==> src/rtl/msi_irq_arbiter.sv <==
// Multi-source MSI interrupt arbiter: edge-latched pending bits, round-robin
// selection onto the allocated MSI vector range, request/grant with hold-off.
module msi_irq_arbiter #(
   parameter int unsigned NUM_SRC = 8,
   parameter int unsigned HOLDOFF = 16
) (
   input  logic               clk,
   input  logic               rst,
   input  logic [NUM_SRC-1:0] irq_src,
   input  logic [NUM_SRC-1:0] irq_mask,
   input  logic               overrun_clr,
   input  logic               msi_enable,
   input  logic [2:0]         msi_vector_width,
   input  logic               intx_msi_grant,
   output logic               intx_msi_request,
   output logic [4:0]         msi_vector_num,
   output logic [NUM_SRC-1:0] irq_pending,
   output logic [NUM_SRC-1:0] irq_overrun,
   output logic               busy
);

   typedef enum logic [1:0] {S_IDLE, S_REQ, S_HOLD} state_t;

   state_t             state_q, state_d;
   logic [NUM_SRC-1:0] src_q, src_d;
   logic [NUM_SRC-1:0] pending_q, pending_d;
   logic [NUM_SRC-1:0] overrun_q, overrun_d;
   logic [4:0]         sel_q, sel_d;
   logic [4:0]         last_q, last_d;
   logic [4:0]         vec_q, vec_d;
   logic               req_q, req_d;
   logic [15:0]        cnt_q, cnt_d;

   logic [NUM_SRC-1:0] src_edge;
   logic [NUM_SRC-1:0] grant_clr;
   logic [31:0]        elig32;
   logic               found;
   logic [4:0]         pick;
   int unsigned        idx;
   logic [2:0]         width_eff;
   logic [4:0]         vec_max;
   logic [4:0]         pick_vec;

   // Round-robin search starting just after the last granted source.
   always_comb begin
      elig32 = 32'(pending_q & ~irq_mask);
      found  = 1'b0;
      pick   = last_q;
      idx    = 0;
      for (int unsigned i = 0; i < NUM_SRC; i++) begin
         idx = (32'(last_q) + 1 + i) % NUM_SRC;
         if (!found && elig32[idx[4:0]]) begin
            found = 1'b1;
            pick  = idx[4:0];
         end
      end
   end

   always_comb begin
      width_eff = (msi_vector_width > 3'd5) ? 3'd5 : msi_vector_width;
      vec_max   = 5'((6'd1 << width_eff) - 6'd1);
      pick_vec  = (pick <= vec_max) ? pick : vec_max;
   end

   always_comb begin
      src_edge  = irq_src & ~src_q;
      grant_clr = '0;
      if (state_q == S_REQ && intx_msi_grant) begin
         grant_clr = NUM_SRC'(32'd1 << sel_q);
      end
      src_d     = irq_src;
      // A same-cycle edge on the granted source keeps it pending without overrun.
      pending_d = (pending_q & ~grant_clr) | src_edge;
      overrun_d = (overrun_clr ? '0 : overrun_q) | (src_edge & pending_q & ~grant_clr);
   end

   always_comb begin
      state_d = state_q;
      sel_d   = sel_q;
      last_d  = last_q;
      vec_d   = vec_q;
      req_d   = req_q;
      cnt_d   = cnt_q;
      unique case (state_q)
         S_IDLE: begin
            if (msi_enable && found) begin
               sel_d   = pick;
               vec_d   = pick_vec;
               req_d   = 1'b1;
               state_d = S_REQ;
            end
         end
         S_REQ: begin
            if (intx_msi_grant) begin
               req_d   = 1'b0;
               last_d  = sel_q;
               cnt_d   = 16'(HOLDOFF);
               state_d = (HOLDOFF == 0) ? S_IDLE : S_HOLD;
            end
         end
         S_HOLD: begin
            cnt_d = cnt_q - 16'd1;
            if (cnt_q <= 16'd1) begin
               state_d = S_IDLE;
            end
         end
         default: state_d = S_IDLE;
      endcase
   end

   always_ff @(posedge clk) begin
      if (rst) begin
         state_q   <= S_IDLE;
         src_q     <= '0;
         pending_q <= '0;
         overrun_q <= '0;
         sel_q     <= '0;
         last_q    <= 5'(NUM_SRC - 1);
         vec_q     <= '0;
         req_q     <= 1'b0;
         cnt_q     <= '0;
      end else begin
         state_q   <= state_d;
         src_q     <= src_d;
         pending_q <= pending_d;
         overrun_q <= overrun_d;
         sel_q     <= sel_d;
         last_q    <= last_d;
         vec_q     <= vec_d;
         req_q     <= req_d;
         cnt_q     <= cnt_d;
      end
   end

   assign intx_msi_request = req_q;
   assign msi_vector_num   = vec_q;
   assign irq_pending      = pending_q;
   assign irq_overrun      = overrun_q;
   assign busy             = (state_q != S_IDLE);

endmodule

==> config.mk <==
export PLATFORM = sky130hd
export DESIGN_NAME = msi_irq_arbiter
export DESIGN_NICKNAME = d
export VERILOG_FILES = /design/src/rtl/msi_irq_arbiter.sv
export SDC_FILE = /design/constraint.sdc
export NUM_CORES = 1
export LEC_CHECK = 0
export CAP_MARGIN = 20
export CORE_ASPECT_RATIO = 0.7
export CORE_MARGIN = 2
export CORE_UTILIZATION = 50
export CTS_CLUSTER_SIZE = 28
export DETAILED_ROUTE_END_ITERATION = 8
export PLACE_DENSITY = 0.79
export RECOVER_POWER = 25
export SETUP_SLACK_MARGIN = 0.3
export SLEW_MARGIN = 15
export SYNTH_ARGS = -nofsm -noshare
export SYNTH_HDL_FRONTEND = slang
export SYNTH_SLANG_ARGS = --single-unit
==> constraint.sdc <==
create_clock -name clk -period 4.7 [get_ports clk]
set_input_delay 0.705 -clock clk [delete_from_list [all_inputs] [get_ports clk]]
set_output_delay 0.705 -clock clk [all_outputs]
set_load 0.02 [all_outputs]
# == Yosys cells after proc, flatten, opt, wreduce, memory -nomap -nowiden ==
# Cells that the tools add are included.
# classes
shifts,2
bitwise_logic,10
n_eq_ne,5
n_mux,45
magnitude_cmp,11
add_sub_neg,10
reduce_logical,25
# ops
operator,n
$lt A3 B6 Y1 const B,8
$mux W5,9
$and A8 B8 Y8,5
$pmux W16 S2,1
$bmux W1 S3,8
$not A8 Y8,3
$mux W1,18
$le A16 B1 Y1 const B,1
$mux W16,1
$mux W8,2
$or A8 B8 Y8,2
$sub A16 B1 Y16 const B,1
$add A3 B3 Y3 const B,4
$logic_and A1 B1 Y1,9
$shl A1 B5 Y8 const A,1
$logic_not A1 Y1,7
$add A3 B1 Y3 const B,2
$add A3 B2 Y3 const B,2
$mux W2,3
$ne A2 B2 Y1 const B,3
$pmux W2 S3,1
$reduce_and A2 Y1,3
$reduce_and A3 Y1,2
$reduce_bool A2 Y1,3
other kinds (9),9
# totals
reg_bits,58
word_cells,117
output_inout_bits,23
input_bits,24

# == Logic depth before layout (Yosys ltp) ==
# Gate-level depths: netlist (run 1).
# logic_depth
word_depth,29
depth_mapped,21
depth_no_buf,17

# == Worst setup path after synthesis (run 1) ==
# Ideal clock, no wire load.
# synth_timing
path_type,reg-to-reg
from,reg last_q[0]
to,"reg vec_q[2], in the netlist msi_vector_num[2]"
path_slack_ns,0.262
arrival_ns,4.309
path_buffers,3
period_less_slack_ns,4.438
required_ns,4.571
setup_ns,0.129
stages_incl_launch_ff,21
cell_sequence,dfxtp_1 > buf_6 > inv_2 > clkbuf_8 > ha_1 > buf_6 > inv_2 > mux2i_1 > mux4_2 > or3b_2 > a211oi_1 > o21ai_1 > inv_1 > ha_1 > nor2b_1 > o21a_1 > o21a_1 > o21ai_0 > a21oi_1 > a211oi_1 > o32ai_2
# synth_via
elab_chain_cells,27
word_cells_on_any_way,58
cone_classes,8 x add/sub; 1 x order compare; 33 x mux; 16 x reduce/logical
# synth_rtl
item,line_no,rtl
from (decl),29,"logic [4:0] last_q, last_d;"
from (signal assigned),118,last_q <= 5'(NUM_SRC - 1);
from (signal assigned),128,last_q <= last_d;
$add A3 B1 Y3 (*),51,idx = (32'(last_q) + 1 + i) % NUM_SRC;
branches (longest 23 deep; another with $add A3 B1 Y3),--,
$mux W5 (*),52,if (!found && elig32[idx[4:0]]) begin
named net pick[1],38,logic [4:0] pick;
$le A5 B5 Y1 (*),62,pick_vec = (pick <= vec_max) ? pick : vec_max;
$mux W5 (*),62,
to (signal assigned),129,vec_q <= vec_d;
to (decl),30,"logic [4:0] vec_q, vec_d;"
# Mark *: on every way through the listed nets, which the timed path passes. The select of a mux whose other input is x is not followed.
# A chain may end at the register's enable or synchronous reset.

# == Worst setup path after layout (run 1) ==
# layout_timing
from,in irq_mask[2]
to,"reg vec_q[2], in the netlist msi_vector_num[2]"
# layout_via
elab_chain_cells,28
word_cells_on_any_way,52
cone_classes,1 x order compare; 33 x mux; 2 x bitwise; 16 x reduce/logical
# layout_rtl
item,line_no,rtl
from (decl),10,"input logic [NUM_SRC-1:0] irq_mask,"
$not A8 Y8 (*),46,elig32 = 32'(pending_q & ~irq_mask);
$and A8 B8 Y8 (*),46,
$bmux W1 S3,52,
$mux W1 (implied by the code),52,
$mux W1,52,
$logic_not A1 Y1,52,
$logic_and A1 B1 Y1,52,
$mux W1,52,
[... 13 more ...],--,
$logic_and A1 B1 Y1,52,
$mux W1,52,
$logic_not A1 Y1,52,
$logic_and A1 B1 Y1,52,
$mux W5 (*),52,
named net pick[2],38,
$le A5 B5 Y1,62,
$mux W5 (*),62,
# The timed path passes the listed nets; every way through them passes the cells marked *. The select of a mux whose other input is x is not followed.

==> metrics.cfg, run 1 <==
[setup_path]
cp_cell_sequence=clkdlybuf4s50_1 -> or4bb_2 -> and4_2 -> o21ai_4 -> buf_4 -> nor4b_4 -> buf_4 -> o2bb2ai_2 -> a21oi_1 -> nor2_1 -> ha_1 -> o21a_1 -> o21a_1 -> o21ai_2 -> a21oi_2 -> a211oi_2 -> o32ai_2
path_depth=17
startpoint_type=input pin
rr_startpoint=last_q[0]
crit_path_end=msi_vector_num[2]
end_kind=register
worstSetupPathType=in2reg
cp_max_fo=6
rrSetupSlack_ns=0.51
worstPathArrival_ns=4.40
cp.required_ns=4.87
r2r_cells=19
r2r_end=msi_vector_num[2]
cp_slowest_stage_delay_ns=0.66
worst-path-buf-inv=3
path_delay_family=compound AO/OA/AOI/OAI gates
crit_start=irq_mask[2]
slowest_stage=or4bb_2

[synth]
ys_async_sr_fraction_pct=0
syn_nets=482
netlist_area_um2=3960
synth_flop_cell=dfxtp_1
ys_types=74
synth_edf_count=0
ys_ff_latch=58
yosysWarnings=0
synth_seq_area_share_pct=29.3
syn_inst=448
syn_area_per_cell_um2=8.83

[power_and_ir_drop]
p_int_mw=1.42
p_per_area_nw_per_um2=452
power.leakage_nw=1.85
clkPwrFrac_pct=27.4
power_frac_seq_pct=27.7
switchingPower_mw=0.808
power_mw=2.22
pwr-share-comb_pct=44.9
ir_worst_vdd_mv=0.271
switching_share_pct=36.3

[global_routing]
grt_pass1_wl_um=17400
grt_pass1_vias=3494
antenna_found_initial=0
grt_max_degree=51
gr-total-overflow=0
grt_usage_pct=25.6

[floorplanning]
die_h_um=78.4
die_area_um2=8650
core-area_um2=7770
die_x_um=110
ioPinCount=47
initial_utilization_pct=50.9
row_count=27

[route]
drtAntennaViolNets=0
viasPerCell=6.22
via_count=3792
totalWireLength_um=10900
drt-pass1-iter-count=6
drc=0
wl_per_cell_um=17.8
dr.first_iter.drc_count=297

[cells_and_area]
layout-drive-gt1-share_pct=17.3
nNetsFinal=538
fin_util_pct=63.3
regArea_um2=1160
diodes=0
areaGrowthSynthToFinish_pct=24.3
fillers=651
multi_input_area_um2=2670

[cts]
cts_tree=yes
numCtsBuffers=9
cts.path.max_buffers=2
cts_hold_buf=0
path_clk_slew_ns=0.05
clkLatencyLatePin_ns=0.32
cts_root_buffer=clkbuf_16
cts-htree-levels=3
clock_sink_count=58

[outcome]
status=finished, violations left
failed_checks=capacitance limit, slew limit

[sta]
setup_viol=0
fmax_mhz=236
drv_slew=51
post-route-min-period_ns=4.23
hold_viol_final=0
fin_hold_ws_ns=0.463
post-route-period-util_pct=90.1
rsz0062_at_grt=no
fin_ws_ns=0.466
fin_skew_ns=0.00470
tns_ns=0
worst_pin_slew_ns=2.11
slew_headroom_pct=-40.4

[run]
drv_cap=1

[min_path]
hp-class=reg2reg

[place]
pre_cts_slack_ns=-0.0611
dp_hpwl_um=7770
io_buffer_count=46
globalplace.congestion=0.960

[worst min path at each step]
stage / from / end / depth (start not counted)
floorplan: last_q[3] / last_q[3] / 2
global placement: last_q[3] / last_q[3] / 2
detailed placement: last_q[4] / last_q[4] / 2
CTS: last_q[3] / last_q[3] / 2
global route: irq_overrun[6] / irq_overrun[6] / 2
finish: irq_overrun[6] / irq_overrun[6] / 2
[Yosys cell counts (4+ instances only)]
library cell	n	area, µm²
a21o_1	5	37.5
a211oi_1	4	30.0
mux2_2	5	56.3
nor2b_1	17	106
nor3_1	7	35.0
mux4_2	8	180
clkbuf_1	12	45.0
or3b_2	5	43.8
nor2_1	44	165
nor4_1	5	31.3
a21oi_1	33	165
nand3b_1	4	30.0
nand2_1	32	120
or4_1	5	37.5
o21a_1	4	30.0
nand3_1	11	55.1
dfxtp_1	58	1160
and2_1	5	31.3
o31ai_1	5	37.5
or3_1	6	37.5
inv_1	12	45.0
or2_2	6	37.5
o21ai_0	15	75.1
o211ai_1	7	52.6
o22ai_1	4	25.0
ha_1	10	125
a2bb2oi_1	6	52.6
mux2i_1	12	120
nand2b_1	17	106
nor3b_1	5	37.5
clkbuf_8	5	68.8
[power by group through the flow]
stage / logic, mW / clock network, mW / registers, mW
3_5_place_dp: 0.894 / 0 / 0.621
5_1_grt: 1.08 / 0.640 / 0.624
3_3_place_gp: 0.878 / 0 / 0.618
6_report: 0.999 / 0.609 / 0.616
4_1_cts: 0.909 / 0.616 / 0.612
2_1_floorplan: 0.630 / 0 / 0.625
[metrics by stage]
step | instances | area [µm²]
floorplan | 448 | 3960
detailed placement | 590 | 4510
global placement | 590 | 4510
CTS | 606 | 4800
global route | 610 | 4920
finish | 610 | 4920
[final cells by class]
cell class,count,share of cell area (%)
Clock buffer,15,5.65
Multi-Input combinational cell,355,54.4
Clock inverter,1,0.153
Inverter,14,1.07
Sequential cell,58,23.7
Timing Repair Buffer,66,12.5
Tap cell,101,2.57
[flip-flops by register name, summed over array words and instances (netlist names)]
register	flops
sel_q	5
cnt_q	16
state_q	2
irq_pending	8
src_q	8
intx_msi_request	1
msi_vector_num	5
irq_overrun	8
last_q	5
[metal layers]
layer / global-route usage [%] / wire (µm) / share of wire [%]
met5: 0 / 0 / 0
met4: 3.75 / 69 / 0.63
met3: 6.23 / 968 / 8.9
met2: 38.8 / 4870 / 45
met1: 37.6 / 4970 / 46
[repair_timing]
| item | CTS | global route |
|---|---|---|
| pin swaps | 0 | 7 |
| setup endpoints to repair | 5 | 5 |
| buffers inserted | 0 | 4 |
| gates resized for setup | 2 | 19 |
[logic make-up after synthesis]
group,after synthesis,synth area share [%]
and+or+nand+nor,193,27.9
AOI/OAI and AO/OA,120,22.0
DFF,58,29.3
buffers and inverters,35,5.19
muxes,27,10.3
adders and majority gates,10,3.16
xor gates and xnor gates,5,2.06
[worst register-to-register path: stages (launching register included)]
cell and delay (ns):
dfxtp_1 0.34, inv_2 0.06, ha_4 0.28, buf_4 0.18, or4b_1 0.57, and4_2 0.31
o21ai_4 0.23, buf_4 0.18, nor4b_4 0.05, buf_4 0.14, o2bb2ai_2 0.13, a21oi_1 0.20
nor2_1 0.10, ha_1 0.32, o21a_1 0.11, o21a_1 0.17, o21ai_2 0.18, a21oi_2 0.09
a211oi_2 0.26, o32ai_2 0.12
[layout by cell type, fill, tap and decap left out, types with 11 or more instances in the layout]
master,instances
dfxtp_1,56
nor2b_1,17
mux2i_1,12
nand2b_1,17
inv_1,12
a21oi_1,32
buf_4,19
nand2_1,32
nand3_1,11
clkdlybuf4s50_1,35
o21ai_0,13
nor2_1,44
(Power assumes the default switching activity.)
==> run 2, diff against run 1 <==
CORE_MARGIN = not set   (was 2)
DONT_BUFFER_PORTS = 1   (was not set)
PLACE_DENSITY = 0.72   (was 0.79)
==> run 2 against run 1 <==
Against the previous run:
- the flow now finishes without violations
- via count fell by 6.1%
- count of clock-buffer cells in the layout fell by 3
- flip-flop and latch count did not move
- worst setup slack improved by 0.048 ns
- utilization fell by 5.1 points
- combinational power fell by 18%
- global-route usage rose by 0.77 points
- final cell count fell by 9.5%
- die area fell by 4.3%
- clock power fell by 3.4%
- register-to-register slack barely moved
- routed wire length fell by 3.4%
==> metrics.cfg, run 2 (synthesis results as in run 1) <==
[cts]
cts_tree=yes
numCtsBuffers=9  ; unchanged
clock_sink_count=58  ; unchanged
clkLatencyLatePin_ns=0.33  ; about the same
cts_root_buffer=clkbuf_16
path_clk_slew_ns=0.05  ; about the same
cts.path.max_buffers=2  ; unchanged
cts_hold_buf=0  ; unchanged
cts-htree-levels=3  ; unchanged

[place]
dpl_cell_area_um2=4010  ; -11%
io_buffer_count=0  ; -100%
globalplace.congestion=0.967  ; +0.69%
dp_hpwl_um=7720  ; -0.66%

[global_routing]
grt_usage_pct=26.4  ; +0.77 points
grt_pass1_vias=3268  ; -6.5%
antenna_found_initial=0  ; unchanged
gr-total-overflow=0  ; unchanged
grt_pass1_wl_um=16900  ; -2.5%
grt_max_degree=51  ; unchanged

[route]
dr.first_iter.drc_count=418  ; +41%
via_count=3559  ; -6.1%
viasPerCell=6.45  ; +3.7%
wl_per_cell_um=19.0  ; +6.7%
totalWireLength_um=10500  ; -3.4%
drt-pass1-iter-count=5  ; -1
drc=0  ; unchanged
drtAntennaViolNets=0  ; unchanged

[cells_and_area]
regMostFlops=cnt_q
layout-drive-gt1-share_pct=16.7  ; -0.55 points
layout_common_cells=58 x dfxtp_1, 44 x nor2_1, 32 x nand2_1, 32 x a21oi_1
stdcell_area_um2=4360  ; -11%
diodes=0  ; unchanged
largest_register_ffs=16  ; unchanged
nNetsFinal=484  ; -10%
fillers=657  ; +0.92%
final_common_cell=dfxtp_1
areaGrowthSynthToFinish_pct=10.1
fin_util_pct=58.2  ; -5.1 points

[setup_path]
cp.required_ns=4.94  ; +0.07 ns
cp_max_fo=12  ; +6
startpoint_type=register
worstSetupPathType=reg2reg
worstPathArrival_ns=4.43  ; +0.03 ns
rrSetupSlack_ns=0.51  ; about the same
end_kind=register

[floorplanning]
die_area_um2=8280  ; -4.3%
initial_utilization_pct=52.9  ; +2.0 points
core-area_um2=7480  ; -3.7%
die_h_um=76.4  ; -2.6%
row_count=26  ; -3.7%
ioPinCount=47  ; unchanged
die_x_um=108  ; -1.8%

[min_path]
hp-class=in2reg

[sta]
hold_viol_final=0  ; unchanged
tns_ns=0  ; unchanged
post-route-period-util_pct=89.1  ; -1.0 points
setup_viol=0  ; unchanged
drv_slew=0  ; -100%
fin_skew_ns=0.00690  ; +0.00221 ns
fmax_mhz=239  ; +1.1%
worst_pin_slew_ns=0.753  ; -1.35 ns
rsz0062_at_grt=no
slew_headroom_pct=49.6  ; +90 points
post-route-min-period_ns=4.19  ; -0.0481 ns

[outcome]
status=finished clean

[power_and_ir_drop]
p_per_area_nw_per_um2=471  ; +4.1%
ir_worst_vdd_mv=0.331  ; +22%
power.leakage_nw=1.59  ; -14%

[run]
drv_cap=0  ; -1

==> run 2: changes by cell type in the layout (fill, tap and decap cells not counted), sizes merged <==
cell	delta
clkdlybuf4s50	-35
buf	-7
clkbuf	-4
clkinv	+3
dlygate4sd3	-8
clkinvlp	-1
dlymetal6s2s	-3
==> run 2: worst max-delay path: stages, from the launching register on <==
cell       delay [ns]
dfxtp_1          0.35
inv_2            0.07
ha_4             0.32
buf_6            0.17
or4bb_2          0.60
and4_2           0.28
o21ai_2          0.18
buf_4            0.18
nor4b_4          0.06
buf_4            0.16
o2bb2ai_1        0.18
a21oi_2          0.17
nor2_1           0.06
ha_1             0.31
o21a_1           0.11
o21a_1           0.17
o21ai_2          0.15
a21o_1           0.22
o211ai_1         0.12
o32ai_2          0.22
==> run 2: stage by stage <==
stage               hold WS [ns]  cells  power, mW  setup slack [ns]
CTS                        0.438    552       2.04             0.340
global route               0.431    552       2.17             0.305
floorplan                  0.432    448       1.26             0.343
detailed placement         0.445    536       1.41             0.129
global placement           0.438    536       1.40             0.363
finish                     0.446    552       2.05             0.514
==> run 2: final cells by class <==
cell class                      count  area (µm²)  share of cell area (%)
Inverter                           14        52.6                    1.21
Sequential cell                    58        1160                    26.7
Clock inverter                      3        15.0                   0.345
Clock buffer                       12         256                    5.89
Tap cell                           98         123                    2.82
Multi-Input combinational cell    355        2650                    60.8
Timing Repair Buffer               12        97.6                    2.24
==> run 2: final timing paths <==
| check | endpoint | cells after the start | from |
|---|---|---|---|
| worst min-delay path | msi_vector_num[4] | 1 | rst |
| worst min register to register | last_q[3] | 2 | last_q[3] |
| worst max register to register | msi_vector_num[2] | 19 | last_q[0] |
| worst max-delay path | msi_vector_num[2] | 19 | last_q[0] |
==> run 2: repair_timing <==
item / 4_1_cts / 5_1_grt
gates resized for setup: 6 / 5
endpoints found under the setup margin: 5 / 5
buffers inserted: 1 / 0
pin swaps: 1 / 1
==> run 2: power by group <==
group,internal [mW],total [mW],leakage [nW],switching (mW)
combinational,0.359,0.823,0.975,0.464
sequential,0.551,0.642,0.475,0.0911
clock,0.378,0.588,0.138,0.210
==> run 2: layer usage <==
metal / vias up / global-route usage (%) / share of wire [%]
met3: 12 / 11.8 / 11
met4: 0 / 4.86 / 0.75
met1: 1689 / 39.1 / 48
met5: - / 0 / 0
li1: 1690 / - / -
met2: 168 / 34.6 / 40
==> run 3, diff against run 2 <==
PLACE_DENSITY = 0.69   (was 0.72)
REMOVE_ABC_BUFFERS = 1   (was not set)
clock period = 3.99 ns   (was 4.7 ns; I/O delays follow)
==> run 3 against run 2 <==
Against the previous run:
- the run now ends with setup timing left
- worst hold slack got worse by 0.11 ns
- global-route usage rose by 2.5 points
- register-to-register slack lost 0.60 ns
- clock skew about the same
- clock power grew 38%
- sequential power is 16% higher
==> metrics.cfg, run 3 (synthesis results as in run 1) <==
[route]
dr.first_iter.drc_count=300  ; -28%
totalWireLength_um=11600  ; +10%
drtAntennaViolNets=0  ; unchanged
drc=0  ; unchanged
viasPerCell=6.15  ; -4.6%
wl_per_cell_um=18.7  ; -1.6%
via_count=3808  ; +7.0%
drt-pass1-iter-count=5  ; unchanged

[place]
globalplace.congestion=0.951  ; -1.6%
dpl_cell_area_um2=4410  ; +10%
dp.cells=588  ; +9.7%
io_buffer_count=0  ; unchanged
dp_hpwl_um=8310  ; +7.6%

[cells_and_area]
nNetsFinal=550  ; +14%
layout_common_cells=68 x buf_4, 57 x dfxtp_1, 42 x nor2_1
diodes=0  ; unchanged
regArea_um2=1160  ; +0.11%
fin_util_pct=68.2  ; +10 points
regMostFlops=cnt_q
areaGrowthSynthToFinish_pct=29.0
fillers=630  ; -4.1%
stdcell_area_um2=5100  ; +17%
largest_register_ffs=16  ; unchanged
layout-drive-gt1-share_pct=33.0  ; +16 points
instances_no_fill=619  ; +12%
final_common_cell=buf_4
multi_input_area_um2=2810  ; +5.9%

[sta]
tns_ns=-0.0845  ; -0.0845 ns
fin_ws_ns=-0.0845  ; -0.599 ns
drv_slew=0  ; unchanged
fin_skew_ns=0.00724  ; +0.000337 ns
post-route-period-util_pct=102  ; +13 points
fmax_mhz=245  ; +2.7%
rsz0062_at_grt=yes
fin_hold_ws_ns=0.335  ; -0.110 ns
setup_viol=1  ; +1
hold_viol_final=0  ; unchanged
slew_headroom_pct=53.4  ; +3.8 points
worst_pin_slew_ns=0.697  ; -0.0565 ns
post-route-min-period_ns=4.07  ; -0.111 ns

[power_and_ir_drop]
power.leakage_nw=1.99  ; +25%
clkPwrFrac_pct=27.3  ; -1.3 points
p_per_area_nw_per_um2=585  ; +24%
switchingPower_mw=1.05  ; +38%
pwr-share-comb_pct=47.8  ; +7.7 points
power_frac_seq_pct=24.9  ; -6.4 points
ir_worst_vdd_mv=0.454  ; +37%
switching_share_pct=35.3  ; -1.9 points
p_int_mw=1.93  ; +50%

[cts]
cts.path.max_buffers=2  ; unchanged
path_clk_slew_ns=0.05  ; about the same
numCtsBuffers=9  ; unchanged
clkLatencyLatePin_ns=0.33  ; about the same
cts_tree=yes
cts_root_buffer=clkbuf_16
cts_hold_buf=0  ; unchanged
cts-htree-levels=3  ; unchanged
clock_sink_count=58  ; unchanged

[setup_path]
cp.required_ns=4.23  ; -0.71 ns
cp_max_fo=7  ; -5
worstPathArrival_ns=4.31  ; -0.12 ns
startpoint_type=register
end_kind=register
worstSetupPathType=reg2reg

[floorplanning]
die_h_um=76.4  ; unchanged
die_x_um=108  ; unchanged
die_area_um2=8280  ; unchanged
ioPinCount=47  ; unchanged
initial_utilization_pct=52.9  ; unchanged
core-area_um2=7480  ; unchanged
row_count=26  ; unchanged

[run]
drv_cap=0  ; unchanged

[outcome]
failed_checks=setup timing
status=finished, violations left

[global_routing]
grt_usage_pct=28.9  ; +2.5 points
gr-total-overflow=0  ; unchanged
grt_max_degree=51  ; unchanged
antenna_found_initial=0  ; unchanged
grt_pass1_wl_um=18500  ; +9.1%
grt_pass1_vias=3621  ; +11%

[min_path]
hp-class=in2reg

run 3: what timing repair did:
item	in CTS	in global routing
cloned	0	0
pin swaps	21	11
endpoints found under the setup margin	5	5
gates resized for setup	38	25
buffers inserted	11	4
run 3: power by group through the flow:
stage,Clock (mW),Sequential [mW],Combinational (mW)
3_3_place_gp,0,0.749,1.10
6_report,0.814,0.744,1.43
5_1_grt,0.855,0.754,1.52
2_1_floorplan,0,0.748,0.681
4_1_cts,0.826,0.742,1.27
3_5_place_dp,0,0.751,1.12
run 3: per-layer routing:
metal  up-vias  GRT usage, %  wire (µm)
li1       1814             -          -
met2       143          43.8       5170
met5         -             0          0
met1      1841          40.3       5490
met4         0          7.16         97
met3        10          7.70        826
run 3: cell type report:
cell class | count | share of cell area [%]
clock inverter | 6 | 1.57
clock buffer | 10 | 4.68
inverter | 14 | 1.03
sequential | 58 | 22.8
tap | 98 | 2.40
timing repair buffer | 78 | 12.6
multi-input combinational | 355 | 55.0
run 3: final timing paths:
path                                 from                 to  slack [ns]  depth (start not counted)
worst min-delay path                  rst  msi_vector_num[3]        0.34                          1
worst min register to register  last_q[3]          last_q[3]        0.44                          2
worst max-delay path            last_q[0]  msi_vector_num[2]       -0.08                         19
worst max register to register  last_q[0]  msi_vector_num[2]       -0.08                         19
run 3: stage by stage:
step                setup WS (ns)  power [mW]
floorplan                   -1.24        1.43
finish                    -0.0845        2.98
global route               -0.247        3.13
global placement           -0.201        1.85
detailed placement         -0.334        1.87
CTS                        0.0922        2.84
run 3: worst max-delay path, cell delays in order, from the launching register on:
cell and delay, ns:
dfxtp_2 0.35, inv_2 0.06, ha_4 0.26, buf_12 0.14, or4bb_4 0.55, a41oi_2 0.22
buf_6 0.15, buf_6 0.09, o21ai_1 0.05, a22oi_1 0.14, o211ai_1 0.21, a21oi_2 0.25
nor2_1 0.08, ha_1 0.32, o21a_1 0.13, o21a_1 0.18, o21ai_2 0.16, a21o_1 0.22
o211ai_1 0.13, o32ai_2 0.29
==> patch 1: new RTL, config.mk and constraints of run 2 <==
Set the parameter `NUM_SRC` to 10 (it was 8).
--- a/src/rtl/msi_irq_arbiter.sv
+++ b/src/rtl/msi_irq_arbiter.sv
@@ -2,5 +2,5 @@
 // selection onto the allocated MSI vector range, request/grant with hold-off.
 module msi_irq_arbiter #(
-   parameter int unsigned NUM_SRC = 8,
+   parameter int unsigned NUM_SRC = 10,
    parameter int unsigned HOLDOFF = 16
 ) (
Interface: changed (resized irq_mask, irq_overrun, irq_pending and irq_src); port bits go from 47 to 55. The function was not compared with the original's and may differ.
==> patch 1 against run 2 <==
- the flow now finishes with violations (negative setup slack)
- routed wire length grew to 4.3 times the old value
- synthesized area increased to 2.6 times the old value
- synthesized cell count rose to 3.1 times the old value
- hold slack lost 26 ps
- total power increased to 5.2 times the old value
- core utilization is 20 points higher
- final area rose to 3.6 times the old value
- sequential cell count is 6 higher
- sequential share of layout area shrank 18 points
- clock power rose by 28%
- worst setup slack worse by 3200 ps
==> patch 1: results <==
[placed_design]
gp_congestion = 1.02
dp_hpwl_mm = 33.0

[global_routing]
grt_pass1_wl_mm = 67.8
grt_pass1_vias = 12900
track_usage_pct = 40.3
grt_max_degree = 63

[finish]
drive_above_1_share_pct = 41.2
nFillCells = 1376
final_nets = 1976

[status]
violations = negative setup slack
status = complete, but fails checks

[synthesis]
yosysUniqueCellTypes = 127
synth_nets = 1483
synth_area_leaders = dfxtp_1, ha_1, a21oi_1
yosysSeqAreaShare_pct = 12.5

[die]
die_area_sq_um = 21200

[pwr]
cellLeakagePower_nw = 6.80
power.internal_mw = 5.58

[setup_path]
crit_arrival_ps = 7640
crit_slowest_cell = a222oi_1
r2r_cells = 39
crit_fanout = 7

[sta]
setup_slack_ps = -2700
fin_skew_ps = 6.50
finalSetupViolCount = 12

[route]
drt_iter0_markers = 1932
wirelength_mm = 45.2
vias = 14100

[cts]
insertion_delay_ps = 350
patch 1: worst max-delay path: cells and delay by family (launching register included):
family | cells | cell delay (ps)
compound gates | 14 | 2660
xor+xnor | 1 | 230
fa+ha+maj | 5 | 1130
buf+inv | 6 | 850
flops | 1 | 380
mux | 1 | 340
simple gates | 12 | 1720
patch 1: logic make-up after synthesis:
logic type      synth area share [%]
simple gates                    29.7
compound gates                  34.5
buf+inv                         4.85
flops                           12.5
xor+xnor                        6.61
mux                             5.94
fa+ha+maj                       5.91
patch 1: layout make-up:
| class | count | share of cell area, % |
|---|---|---|
| well taps | 270 | 2.16 |
| inverters | 47 | 1.14 |
| multi-input cells | 1229 | 59.2 |
| clock inverters | 7 | 0.656 |
| clock buffers | 9 | 1.44 |
| flip-flops and latches | 64 | 8.25 |
| repair buffers | 550 | 27.1 |
patch 1: timing repair:
item | in CTS | in global routing
setup endpoints to repair | 12 | 12
gates resized for setup | 97 | 21
pin swaps | 52 | 18
setup buffers | 51 | 16
patch 1: per-layer routing:
layer / vias to the layer above / wire length [um] / global-route usage, % / share of wire [%]
met4: 0 / 1840 / 13.3 / 4.1
met3: 208 / 5470 / 10.4 / 12
met5: - / 0 / 0 / 0
li1: 6330 / - / - / -
met1: 6618 / 18600 / 54.6 / 41
met2: 926 / 19300 / 62.1 / 43
patch 1: path summary, 6_finish.rpt:
kind	slack, ps	end	from
worst max-delay path	-2700	msi_vector_num[3]	last_q[0]
worst min-delay path	420	sel_q[0]	rst
worst max register to register	-2700	msi_vector_num[3]	last_q[0]
worst min register to register	470	cnt_q[11]	cnt_q[11]
patch 1: power groups by stage:
| stage | clock [mW] | combinational [mW] | sequential [mW] |
|---|---|---|---|
| after floorplan | 0 | 4.27 | 0.718 |
| after global placement | 0 | 6.99 | 0.722 |
| after detailed placement | 0 | 7.16 | 0.725 |
| after CTS | 0.751 | 8.16 | 0.718 |
| after global routing | 0.773 | 9.49 | 0.730 |
| final | 0.751 | 9.11 | 0.722 |
patch 1: through the flow:
stage / setup slack [ps] / TNS, ps / utilization [%] / cells / instance area, sq um
global placement: -2460 / -20230 / 71.3 / 2093 / 14200
CTS: -2250 / -19530 / 77.1 / 2160 / 15400
global route: -3000 / -25730 / 78.3 / 2176 / 15600
finish: -2700 / -22720 / 78.3 / 2176 / 15600
detailed placement: -2620 / -22260 / 71.3 / 2093 / 14200
floorplan: -2590 / -21560 / - / 1408 / 10700
==> patch 2: new RTL, settings of run 2 <==
Made on the original files. Put one more register stage on the output `irq_overrun`. The value now appears one clock later. The other outputs are not delayed to match.
--- a/src/rtl/msi_irq_arbiter.sv
+++ b/src/rtl/msi_irq_arbiter.sv
@@ -136,5 +136,7 @@
    assign msi_vector_num   = vec_q;
    assign irq_pending      = pending_q;
-   assign irq_overrun      = overrun_q;
+   always_ff @(posedge clk) begin
+      irq_overrun <= overrun_q;
+   end
    assign busy             = (state_q != S_IDLE);
 
Formal check against the unedited RTL: not equivalent (a bounded check fails within 4 cycles, from zero or initial values and one cycle with rst high).
==> patch 2 against run 2 <==
- critical path depth is 1 higher
- clock power is 9.0% lower
- routed wire length is 15% lower
- clock skew hardly changed
- first-iteration DRC count is 41% lower
- final area is 6.0% lower
- total power is 2.3% lower
- largest power group unchanged
- via count is 12% lower
- sequential power is 10% higher
- synthesized area is 8.4% lower
- sequential cell count is 8 higher
- worst setup slack worse by 110 ps
==> patch 2: results <==
[status]
status = finished, final reports clean

[cts]
cts_root_buffer = clkbuf_8
clk_pin_slew_ps = 70
cts.path.max_buffers = 2

[finish]
largest_register_ffs = 16
drive_above_1_share_pct = 17.4
largest_register = cnt_q
final_cells = 519

[synthesis]
synth-async-reset-ratio_pct = 0
yosysSeqAreaShare_pct = 36.5
synth_area_leaders = dfxtp_1, a21oi_1, nor2_1
synth_commonest_cells = dfxtp_1, nor2_1, a21oi_1
synth_nets = 448
ys_warn_count = 0
avgSynthCellArea_sq_um = 8.75
yosysUniqueCellTypes = 66

[placed_design]
dpl.cell_count = 498
dp_hpwl_mm = 6.17
dpl_worst_slack_ps = 116
gp_congestion = 0.924
placed_cell_area_sq_um = 3720
port-buffer-count = 0

[sta]
worst_pin_slew_ps = 738
fin_skew_ps = 6.54
drv_slew = 0

[min_path]
worstHoldPathType = reg2reg

[route]
wirelength_mm = 8.88
via_per_inst = 6.03
dr.pass1.iters = 7
drt_iter0_markers = 248

[global_routing]
grt_pass1_wl_mm = 14.1
track_usage_pct = 23.6
grt_use_met2_pct = 35.2
grt_pass1_vias = 2838
grtUsageMet3_pct = 8.84
antenna_found_initial = 0
grtUsageMet1_pct = 32.2
grt_max_degree = 56

[setup_path]
crit_fanout = 11
crit_slowest_cell = mux4_2
crit_arrival_ps = 4530
cpPeakStageDelay_ps = 580

[pwr]
switchingPower_mw = 0.735
cellLeakagePower_nw = 1.52
ir_drop_mv = 0.259
patch 2: layout make-up:
class | instances | area [sq um]
multi-input combinational | 318 | 2270
inverter | 13 | 48.8
fill | 642 | 2790
timing repair buffer | 12 | 105
sequential | 66 | 1320
tap | 94 | 118
clock inverter | 6 | 88.8
clock buffer | 10 | 138
patch 2: routing by layer:
layer	wire [um]	part of all wire, %
met1	4130	46
met2	3770	42
met3	880	9.9
met4	100	1.1
met5	0	0
patch 2: repair_timing:
action	4_1_cts	5_1_grt
gates cloned	0	0
buffers inserted	1	4
pin swaps	1	2
endpoints found under the setup margin	4	5
resized for setup	8	10
patch 2: cells by family (layout without fill, tap and decap cells):
family / count (synthesis) / after routing / share of synthesized area (%)
simple gates: 182 / 182 / 26.5
compound gates: 93 / 93 / 16.9
flops: 66 / 66 / 36.5
buf+inv: 30 / 41 / 3.80
mux: 28 / 28 / 11.2
fa+ha+maj: 10 / 10 / 3.45
xor+xnor: 5 / 5 / 1.62
patch 2: path summary, 6_finish.rpt:
path	startpoint	endpoint	slack [ps]	cells after the start
worst min-delay path	overrun_q[0]	irq_overrun[0]	350	0
worst max-delay path	last_q[0]	msi_vector_num[2]	410	20
worst min register to register	overrun_q[0]	irq_overrun[0]	350	0
worst max register to register	last_q[0]	msi_vector_num[2]	410	20
patch 2: power by group through the flow:
stage | registers, mW | clock network (mW) | logic, mW
detailed placement | 0.718 | 0 | 0.676
floorplan | 0.699 | 0 | 0.558
CTS | 0.706 | 0.545 | 0.705
finish | 0.709 | 0.535 | 0.760
global placement | 0.714 | 0 | 0.659
global route | 0.716 | 0.571 | 0.823
patch 2: per-stage QoR:
step	utilization (%)	total power, mW	hold WS [ps]
after floorplan	-	1.26	331
after global placement	54.1	1.37	338
after detailed placement	54.1	1.39	342
after CTS	58.2	1.96	358
after global routing	59.5	2.11	364
final	59.5	2.00	355
